$ cat src/rtl/alu_div_iter.sv
// Iterative radix-2 restoring divider for RV32M DIV/DIVU/REM/REMU.
// Optional early-out when |b| > |a|: define DIV_EARLY_OUT_EN.
module alu_div_iter #(
    parameter int XLEN = 32
) (
    input  logic            clk,
    input  logic            rst_n,
    input  logic            in_valid,
    output logic            in_ready,
    input  logic [XLEN-1:0] opranda,
    input  logic [XLEN-1:0] oprandb,
    input  logic            unsigned_flag,
    input  logic            rem_flag,
    input  logic            kill,
    output logic            out_valid,
    input  logic            out_ready,
    output logic [XLEN-1:0] div_res
);

    localparam int CW = $clog2(XLEN);

    typedef enum logic [1:0] {
        IDLE,
        CALC,
        DONE
    } state_t;

    state_t state, state_nxt;

    logic [CW-1:0]   count;
    logic [XLEN-1:0] rem_q;
    logic [XLEN-1:0] quo_q;
    logic [XLEN-1:0] dvs_q;
    logic            q_neg;
    logic            r_neg;
    logic            rem_sel;

    logic            a_neg, b_neg;
    logic [XLEN-1:0] a_mag, b_mag;
    logic            div_zero, ovf, early, fast;
    logic            accept, last;
    logic [XLEN:0]   rem_sh, rem_sub;
    logic            ge;
    logic [XLEN-1:0] rem_new, quo_new;
    logic [XLEN-1:0] fast_res, calc_res;

    assign in_ready  = (state == IDLE);
    assign out_valid = (state == DONE);
    assign accept    = in_valid & in_ready & ~kill;
    assign last      = (count == CW'(XLEN - 1));

    assign a_neg = ~unsigned_flag & opranda[XLEN-1];
    assign b_neg = ~unsigned_flag & oprandb[XLEN-1];
    assign a_mag = a_neg ? -opranda : opranda;
    assign b_mag = b_neg ? -oprandb : oprandb;

    assign div_zero = (oprandb == '0);
    assign ovf      = ~unsigned_flag
                    & (opranda == {1'b1, {(XLEN-1){1'b0}}})
                    & (oprandb == '1);
`ifdef DIV_EARLY_OUT_EN
    assign early = (b_mag > a_mag);
`else
    assign early = 1'b0;
`endif
    assign fast = div_zero | ovf | early;

    // Remainder is XLEN+1 wide after the shift, so compare one bit wider.
    assign rem_sh  = {rem_q, quo_q[XLEN-1]};
    assign rem_sub = rem_sh - {1'b0, dvs_q};
    assign ge      = ~rem_sub[XLEN];
    assign rem_new = ge ? rem_sub[XLEN-1:0] : rem_sh[XLEN-1:0];
    assign quo_new = {quo_q[XLEN-2:0], ge};

    // Result for ops that bypass the iterative loop.
    always_comb begin
        fast_res = '0;
        if (div_zero)
            fast_res = rem_flag ? opranda : '1;
        else if (ovf)
            fast_res = rem_flag ? '0 : opranda;
        else
            fast_res = rem_flag ? opranda : '0;
    end

    // Sign fix-up on the final iteration's values.
    always_comb begin
        calc_res = '0;
        if (rem_sel)
            calc_res = r_neg ? -rem_new : rem_new;
        else
            calc_res = q_neg ? -quo_new : quo_new;
    end

    // State register.
    always_ff @(posedge clk) begin
        if (!rst_n)
            state <= IDLE;
        else
            state <= state_nxt;
    end

    // Next-state logic; kill overrides every transition.
    always_comb begin
        state_nxt = state;
        case (state)
            IDLE: if (accept) state_nxt = fast ? DONE : CALC;
            CALC: if (last) state_nxt = DONE;
            DONE: if (out_ready) state_nxt = IDLE;
            default: state_nxt = IDLE;
        endcase
        if (kill)
            state_nxt = IDLE;
    end

    // Operand latch, one quotient bit per CALC cycle, result register.
    always_ff @(posedge clk) begin
        if (!rst_n) begin
            count   <= '0;
            rem_q   <= '0;
            quo_q   <= '0;
            dvs_q   <= '0;
            q_neg   <= 1'b0;
            r_neg   <= 1'b0;
            rem_sel <= 1'b0;
            div_res <= '0;
        end else if (accept) begin
            count   <= '0;
            rem_q   <= '0;
            quo_q   <= a_mag;
            dvs_q   <= b_mag;
            q_neg   <= a_neg ^ b_neg;
            r_neg   <= a_neg;
            rem_sel <= rem_flag;
            if (fast)
                div_res <= fast_res;
        end else if (state == CALC && !kill) begin
            rem_q <= rem_new;
            quo_q <= quo_new;
            count <= count + 1'b1;
            if (last)
                div_res <= calc_res;
        end
    end

endmodule

$ cat config.mk
export PLATFORM = sky130hd
export DESIGN_NAME = alu_div_iter
export DESIGN_NICKNAME = d
export VERILOG_FILES = /design/src/rtl/alu_div_iter.sv
export SDC_FILE = /design/constraint.sdc
export NUM_CORES = 1
export LEC_CHECK = 0
export ABC_AREA = 1
export CORE_MARGIN = 2
export CORE_UTILIZATION = 57
export CTS_CLUSTER_DIAMETER = 200
export CTS_CLUSTER_SIZE = 30
export DETAILED_ROUTE_END_ITERATION = 12
export HOLD_SLACK_MARGIN = 0.12
export MAX_ROUTING_LAYER = met4
export PLACE_DENSITY = 0.75
export REMOVE_ABC_BUFFERS = 1
export SYNTH_ARGS = -nofsm -noshare
export SYNTH_HDL_FRONTEND = slang
export SYNTH_SLANG_ARGS = --single-unit
export TNS_END_PERCENT = 100
$ cat constraint.sdc
create_clock -name clk -period 5.05 [get_ports clk]
set_clock_uncertainty 0.2 [all_clocks]
set_input_delay 1.01 -clock clk [delete_from_list [all_inputs] [get_ports clk]]
set_output_delay 1.01 -clock clk [all_outputs]
set_load 0.01 [all_outputs]
# ---- Word-level counts from Yosys, hierarchy flattened
# Cells that the tools add are included.
dict set report totals {
  register_bits 138
  input_bits 71
  out_inout_bits 34
  word_cells 68
}
dict set report op_classes {
  n_addsub 6
  eq_ne 9
  n_mux 22
  bitwise 12
  n_reduce_logical 10
}
# op count
set ops {}
lappend ops {{$mux 32} 17}
lappend ops {{$neg 32->32} 4}
lappend ops {{$eq 32x32->1 const B} 2}
lappend ops {{$sub 33x32->33} 1}
lappend ops {{$logic_not 32->1} 1}
lappend ops {{$mux 2} 4}
lappend ops {{$and 1x1->1} 6}
lappend ops {{$pmux 2 s3} 1}
lappend ops {{$reduce_and 3->1} 2}
lappend ops {{$add 5x1->5 const B} 1}
lappend ops {{$eq 5x5->1 const B} 1}
lappend ops {{$ne 2x1->1 const B} 2}
lappend ops {{$ne 2x2->1 const B} 2}
lappend ops {{$not 1->1} 4}
lappend ops {{$reduce_bool 2->1} 2}
lappend ops {{$reduce_or 2->1} 2}
lappend ops {{$eq 2x1->1 const B} 1}
lappend ops {{$eq 2x2->1 const B} 1}
lappend ops {{$logic_not 2->1} 1}
lappend ops {{$logic_and 1x1->1} 1}
lappend ops {{$logic_not 1->1} 1}
lappend ops {{$or 1x1->1} 1}
lappend ops {{$xor 1x1->1} 1}

# ---- Longest topological paths before layout
# Gate-level depths: netlist (run 1).
dict set report logic_depth {
  depth_word 8
  depth_mapped 31
  depth_no_buf 30
}

# ---- Least setup slack after synthesis (run 1)
# OpenSTA, ideal clock, no wires.
dict set report synth_timing {
  path_type {register to register}
  startpoint {register quo_q[31]}
  endpoint {register div_res[30]}
  setup_ps 70
  arrival_time_ps 3663
  t_required_ps 4780
  slack_ps 1117
  path_stages_with_launch 30
  path_buffers 1
  period_less_slack_ps 3933
  path_cell_list {dfxtp_1 > inv_1 > ha_1 > inv_1 > fa_1 > nand2_1 > nand2_1 > nand3_2 > nand2_2 > nand2_2 > nand2_4 > nand2_4 > nand3_2 > nand2_4 > buf_4 > ha_1 > inv_1 > nor3_1 > inv_1 > nor3_1 > nand4_1 > nor4_1 > nand4_1 > nor3_1 > nand3_1 > nand3_1 > nand3_1 > nand2_1 > nand2_1 > a21oi_1}
}
dict set report synth_between {
  elab_chain_cells 8
  elab_cells_between_ends 11
  classes_between {add/sub: 3; mux: 7; bitwise: 1}
}
# item line
set synth_rtl {}
lappend synth_rtl {{start, declared} 32} ;# logic [XLEN-1:0] quo_q;
lappend synth_rtl {{start signal, assigned} 130} ;# quo_q <= a_mag;
lappend synth_rtl {{start signal, assigned} 139} ;# quo_q <= quo_new;
lappend synth_rtl {{$sub 33x32->33} 70} ;# assign rem_sub = rem_sh - {1'b0, dvs_q};
lappend synth_rtl {{$mux 32 or $not 1->1 (tied branches)} {72, 71}}
lappend synth_rtl {{$neg 32->32 (on tied branches)} {90, 92}}
lappend synth_rtl {{$mux 32 (on tied branches)} {90, 92}}
lappend synth_rtl {{$mux 32 (*)} 89} ;# if (rem_sel)
lappend synth_rtl {{$mux 32 (*)} 141} ;# if (last)
lappend synth_rtl {{$mux 32 (*)} 137} ;# end else if (state == CALC && !kill) begin
lappend synth_rtl {{$mux 32 (*)} 127} ;# end else if (accept) begin
lappend synth_rtl {{end signal, assigned} 136} ;# div_res <= fast_res;
lappend synth_rtl {{end signal, assigned} 142} ;# div_res <= calc_res;
lappend synth_rtl {{end, declared} 17} ;# output logic [XLEN-1:0] div_res
# Mark *: on every way between the ends. The rest lies on a longest branch, timed or not. The select of a mux whose other input is x is not followed.
# A chain may end at the register's enable or synchronous reset.

# ---- Worst setup path in the final report (run 1)
dict set report layout_timing {
  startpoint {register quo_q[31]}
  endpoint {register div_res[24]}
}
# Same word-level chain as after synthesis.

==> results.py, run 1 <==
metrics = {
    "outcome": {
        "outcome": "completed",
    },
    "die": {
        "die_w_microns": 152.3,
        "die_y_microns": 152.3,
        "num_io_pins": 105,
        "die-area_sq_um": 23210,
        "initial_core_util_pct": 57.83,
        "core_area_sq_um": 21690,
        "num_rows": 54,
    },
    "global_route": {
        "grt-ovfl-total": 0,
        "grt_use_met3_pct": 5.034,
        "grt.busiest_layer": "met2",
        "antenna_found_initial": 0,
        "grt_pass1_wl_mm": 67.88,
        "track_usage_pct": 37.03,
        "grt_max_degree": 65,
        "use_met1_pct": 50.11,
        "grtUsageMet2_pct": 57.59,
        "grt_pass1_vias": 12984,
    },
    "worst_setup_path": {
        "required_ns": 5.23,
        "critPathSlowestCell": "fa_1",
        "slowest_delay_ns": 0.43,
        "worst-setup-path-type": "flop to flop",
        "arrival_ns": 4.81,
        "crit_path_end_kind": "flop",
        "ff2ff_setup_slack_ns": 0.43,
        "start_kind": "flop",
        "cp_max_fo": 4,
    },
    "power": {
        "p_leak_nw": 7.069,
        "power_density_nw_per_um2": 275.5,
        "peakVddDrop_v": 0.0001985,
    },
    "clock_tree": {
        "h-tree-depth": 4,
        "cts_root_buffer": "clkbuf_16",
        "tritoncts": "built",
        "cts.sinks": 138,
        "cts_buffers": 17,
        "ctsLongestPathBuffers": 2,
        "clkTransAtPathRegs_ns": 0.07,
        "clk_latency_ns": 0.45,
    },
    "timing": {
        "worstMarginPinSlew_ns": 0.7802,
        "finalHoldViolCount": 0,
        "relSlewSlack_pct": 47.43,
        "fin_crit_sh_pct": 91.57,
        "timing.final.setup_violations": 0,
        "period_minus_slack_ns": 4.624,
        "tns_ns": 0,
        "grt_setup_unrepaired": "no",
        "layout_setup_ws_ns": 0.4258,
        "drv_slew": 0,
        "max_freq_mhz": 216.3,
    },
    "place": {
        "io_buffers": 104,
        "gp_congestion": 1.006,
        "post-dp-hpwl_mm": 32.78,
        "pre_cts_ws_ns": 0.2974,
    },
    "routing": {
        "wl_per_cell_microns": 16.90,
        "drt-initial-drc-count": 1434,
        "drt_first_pass_iters": 6,
        "vias": 14517,
        "wirelength_mm": 42.67,
        "routed_via_density": 5.749,
        "ant_nets": 0,
        "drc_errors": 0,
    },
    "layout": {
        "drive_gt1_share_pct": 6.860,
        "final_cell_mix": "nand2_1, inv_1, nor2_1",
        "ff_latch_area_sq_um": 2763,
        "syn_to_final_growth_pct": 14.69,
        "final_common_cell": "nand2_1",
        "insertedDiodeCount": 0,
        "multiInputGateArea_sq_um": 8100,
        "fillers": 2104,
        "final_nets": 2344,
    },
    "yosys": {
        "ys_ff_latch": 138,
        "synthFlopType": "dfxtp_1",
        "synth_edf_count": 0,
        "synth_warnings": 0,
        "syn_avg_cell_area_sq_um": 5.790,
        "yosysSeqAreaShare_pct": 22.03,
        "async_flop_share_pct": 0,
        "synth.cell_area_sq_um": 12540,
        "synthDistinctLibCells": 54,
        "synth_cells": 2166,
    },
    "run": {
        "maxCapViolCount": 0,
    },
    "worst_hold_path": {
        "hp-class": "flop to flop",
    },
}
==> critical path, delay by kind of cell (launching register included) <==
kind                     cells  cell delay, ns
flip-flops                   1            0.33
adder cells (fa/ha/maj)      3            0.80
AO/OA/AOI/OAI                5            0.60
buffers and inverters        4            0.34
AND/OR/NAND/NOR             16            2.30
==> sequential cells by signal, indices dropped and copies added (netlist names) <==
register	cells
dvs_q	32
quo_q	32
q_neg	1
count	5
rem_q	32
div_res	32
state	2
r_neg	1
rem_sel	1
==> repair_timing <==
| item | in CTS | in global routing |
|---|---|---|
| resized for setup | 0 | 1 |
| endpoints found under the setup margin | 0 | 1 |
| hold buffers | 0 | 0 |
| buffers inserted | 0 | 0 |
==> final timing paths <==
kind                     startpoint                       end  cells past startpoint
max reg2reg  quo_q[31]$_SDFFE_PN0P_  div_res[24]$_SDFFE_PN0P_                     28
max          quo_q[31]$_SDFFE_PN0P_  div_res[24]$_SDFFE_PN0P_                     28
min reg2reg   count[3]$_SDFFE_PP0P_     count[3]$_SDFFE_PP0P_                      2
min           count[3]$_SDFFE_PP0P_     count[3]$_SDFFE_PP0P_                      2
==> cell usage after synthesis (2+ instances only) <==
cell type,instances,area (sq um)
a21o_1,2,15.01
a21oi_1,166,830.8
a21oi_2,4,35.03
a22oi_1,3,22.52
a31o_2,2,17.52
a31oi_1,39,244.0
buf_1,7,26.28
buf_2,10,50.05
buf_4,3,22.52
buf_6,2,22.52
clkbuf_1,60,225.2
clkinv_1,2,7.510
dfxtp_1,138,2763
ha_1,39,488.0
inv_1,336,1261
inv_2,13,48.80
nand2_1,581,2181
nand2_2,26,162.7
nand2_4,6,67.56
nand3_1,130,650.6
nand3_2,4,40.04
nand3b_1,7,52.55
nand4_1,29,181.4
nor2_1,183,686.9
nor2_2,9,56.30
nor2_4,3,33.78
nor3_1,42,210.2
nor3_2,3,30.03
nor3b_1,2,15.01
nor4_1,10,62.56
o211ai_1,38,285.3
o21ai_0,138,690.7
o21ai_1,22,110.1
o21ai_2,11,96.34
o21bai_1,4,30.03
o221ai_1,11,96.34
o22ai_1,14,87.58
o31ai_1,5,37.54
or2_2,3,18.77
xnor2_1,14,122.6
xor2_1,32,280.3
==> metrics by stage <==
stage / std cells / hold WS [ns] / power [mW] / instance area, sq um / utilization, %
floorplan: 2082 / 0.2391 / 2.172 / 12160 / -
global placement: 2494 / 0.2466 / 2.602 / 13780 / 63.56
detailed placement: 2494 / 0.2588 / 2.620 / 13780 / 63.56
CTS: 2525 / 0.2688 / 3.921 / 14380 / 66.30
global route: 2525 / 0.3014 / 4.168 / 14390 / 66.33
finish: 2525 / 0.2701 / 3.963 / 14390 / 66.33
==> per-layer routing <==
metal  wire length (microns)  vias up
li1                        -     7169
met1                   18850     6587
met2                   18890      665
met3                    3762       96
met4                    1165        0
met5                       0        -
==> kinds of logic (layout without fill, tap and decap cells) <==
| family | after synthesis | after routing | share of synthesized area (%) |
|---|---|---|---|
| AND/OR/NAND/NOR | 1042 | 1042 | 35.88 |
| AO/OA/AOI/OAI | 465 | 465 | 21.28 |
| buffers and inverters | 435 | 514 | 13.55 |
| flip-flops | 138 | 138 | 22.03 |
| XOR/XNOR | 46 | 46 | 3.212 |
| adder cells (fa/ha/maj) | 40 | 40 | 4.050 |
==> power breakdown <==
group | switching (mW) | internal, mW
clock | 0.569 | 0.750
combinational | 1.01 | 0.466
sequential | 0.0379 | 1.13
total | 1.62 | 2.35
==> cell type report <==
class | instances | area share, %
tap | 280 | 2.435
clock buffer | 18 | 3.053
multi-input combinational | 1593 | 56.31
timing repair buffer | 132 | 8.750
sequential | 138 | 19.21
clock inverter | 13 | 1.087
inverter | 351 | 9.159
Note: power is estimated with default switching activity, not from simulation.
==> run 2, diff against run 1 <==
Settings changed: GPL_TIMING_DRIVEN set to 0.
==> run 2 against run 1 <==
Die area did not move. Sequential power barely moved. Critical path depth fell by 2. Combinational power barely moved. Largest cell class unchanged.
==> results.py, run 2 (same netlist as run 1, synthesis figures left out) <==
metrics = {
    "outcome": {
        "outcome": "completed",
    },
    "timing": {
        "hold_slack_ns": 0.2718,
        "fin_crit_sh_pct": 94.41,
        "tns_ns": 0,
        "worstMarginPinSlew_ns": 1.334,
        "max_freq_mhz": 209.7,
        "timing.final.setup_violations": 0,
        "period_minus_slack_ns": 4.768,
        "grt_setup_unrepaired": "no",
        "relSlewSlack_pct": 10.99,
        "drv_slew": 0,
        "finalHoldViolCount": 0,
    },
    "layout": {
        "final_cell_mix": "nand2_1, inv_1, nor2_1",
        "insertedDiodeCount": 0,
        "syn_to_final_growth_pct": 14.55,
        "final_nets": 2326,
        "fillers": 2143,
        "final_common_cell": "nand2_1",
        "drive_gt1_share_pct": 6.382,
    },
    "routing": {
        "vias": 14334,
        "drt-initial-drc-count": 1385,
        "drt_first_pass_iters": 6,
        "drc_errors": 0,
        "wl_per_cell_microns": 16.67,
        "wirelength_mm": 41.77,
        "routed_via_density": 5.722,
        "ant_nets": 0,
    },
    "global_route": {
        "antenna_found_initial": 0,
        "grtUsageMet2_pct": 55.41,
        "grt.busiest_layer": "met2",
        "grt_use_met3_pct": 6.399,
        "grt_max_degree": 92,
        "grt-ovfl-total": 0,
        "grt_pass1_vias": 12688,
        "grt_pass1_wl_mm": 65.56,
        "track_usage_pct": 35.74,
        "use_met1_pct": 47.75,
    },
    "power": {
        "netSwitchingPower_mw": 1.578,
        "p_seq_share_pct": 30.0,
        "p_clk_share_pct": 33.3,
        "peakVddDrop_v": 0.0002275,
        "power_mw": 3.952,
        "p_sw_share_pct": 39.94,
        "p_comb_share_pct": 36.7,
        "p_leak_nw": 7.021,
        "intPower_mw": 2.373,
        "power_density_nw_per_um2": 275.0,
    },
    "die": {
        "die_w_microns": 152.3,
        "die_y_microns": 152.3,
        "core_area_sq_um": 21690,
        "initial_core_util_pct": 57.83,
        "num_io_pins": 105,
        "num_rows": 54,
        "die-area_sq_um": 23210,
    },
    "place": {
        "io_buffers": 104,
        "post-dp-hpwl_mm": 31.34,
        "gp_congestion": 0.9799,
    },
    "clock_tree": {
        "cts_root_buffer": "clkbuf_16",
        "ctsLongestPathBuffers": 2,
        "h-tree-depth": 4,
        "tritoncts": "built",
        "clk_latency_ns": 0.43,
        "cts_buffers": 17,
        "cts.sinks": 138,
        "clkTransAtPathRegs_ns": 0.06,
        "cts_hold_buf": 0,
    },
    "worst_setup_path": {
        "critPathSlowestCell": "o21ai_2",
        "cp_common_cell": "nand2_1",
        "start_kind": "flop",
        "arrival_ns": 4.93,
        "cp_max_fo": 46,
        "worst-setup-path-type": "flop to flop",
        "slowest_delay_ns": 0.51,
        "required_ns": 5.22,
        "ff2ff_setup_slack_ns": 0.28,
        "crit_path_end_kind": "flop",
    },
    "worst_hold_path": {
        "hp-class": "flop to flop",
    },
    "run": {
        "maxCapViolCount": 0,
    },
}
-- run 2: power groups by stage --
stage	registers (mW)	logic (mW)	clock network (mW)
3_5_place_dp	1.21	1.39	0
3_3_place_gp	1.20	1.36	0
2_1_floorplan	1.18	0.989	0
4_1_cts	1.18	1.40	1.32
6_report	1.19	1.45	1.32
5_1_grt	1.19	1.61	1.36
-- run 2: final timing paths --
check | depth (start not counted) | from | end
setup / recovery | 26 | quo_q[31]$_SDFFE_PN0P_ | div_res[24]$_SDFFE_PN0P_
hold / removal | 2 | count[3]$_SDFFE_PP0P_ | count[3]$_SDFFE_PP0P_
setup reg to reg | 26 | quo_q[31]$_SDFFE_PN0P_ | div_res[24]$_SDFFE_PN0P_
hold reg to reg | 2 | count[3]$_SDFFE_PP0P_ | count[3]$_SDFFE_PP0P_
-- run 2: timing repair --
item / CTS / global route
resized for setup: 2 / 13
setup endpoints to repair: 3 / 32
setup buffers: 0 / 4
pin swaps: 0 / 5
gates cloned: 0 / 2
-- run 2: stage by stage --
stage | cell area, sq um | instances | utilization, % | setup WS, ns
2_1_floorplan | 12160 | 2082 | - | -0.4523
3_3_place_gp | 13550 | 2466 | 62.48 | -3.695
3_5_place_dp | 13650 | 2470 | 62.92 | -0.5298
4_1_cts | 14250 | 2499 | 65.70 | 0.01434
5_1_grt | 14370 | 2505 | 66.25 | 0.01169
6_report | 14370 | 2505 | 66.25 | 0.2823
-- run 2: routing by layer --
| metal | wire length [microns] | up-vias | share of wire, % |
|---|---|---|---|
| met5 | 0 | - | 0 |
| met4 | 1079 | 0 | 2.6 |
| met3 | 3588 | 73 | 8.6 |
| met2 | 18590 | 598 | 45 |
| met1 | 18510 | 6529 | 44 |
| li1 | - | 7134 | - |
-- run 2: final cells by class --
cell class / count / area, sq um / share of cell area [%]
timing repair buffer: 112 / 1136 / 7.907
clock inverter: 12 / 166.4 / 1.158
multi-input combinational: 1595 / 8203 / 57.09
tap: 280 / 350.3 / 2.438
inverter: 351 / 1323 / 9.205
clock buffer: 17 / 425.4 / 2.961
sequential: 138 / 2764 / 19.24
-- run 2: worst max-delay path, delay by kind of cell (launching register included) --
family	cells	cell delay, ns
fa+ha+maj	3	0.97
simple gates	18	1.99
buf+inv	2	0.22
flops	1	0.35
compound gates	3	0.94
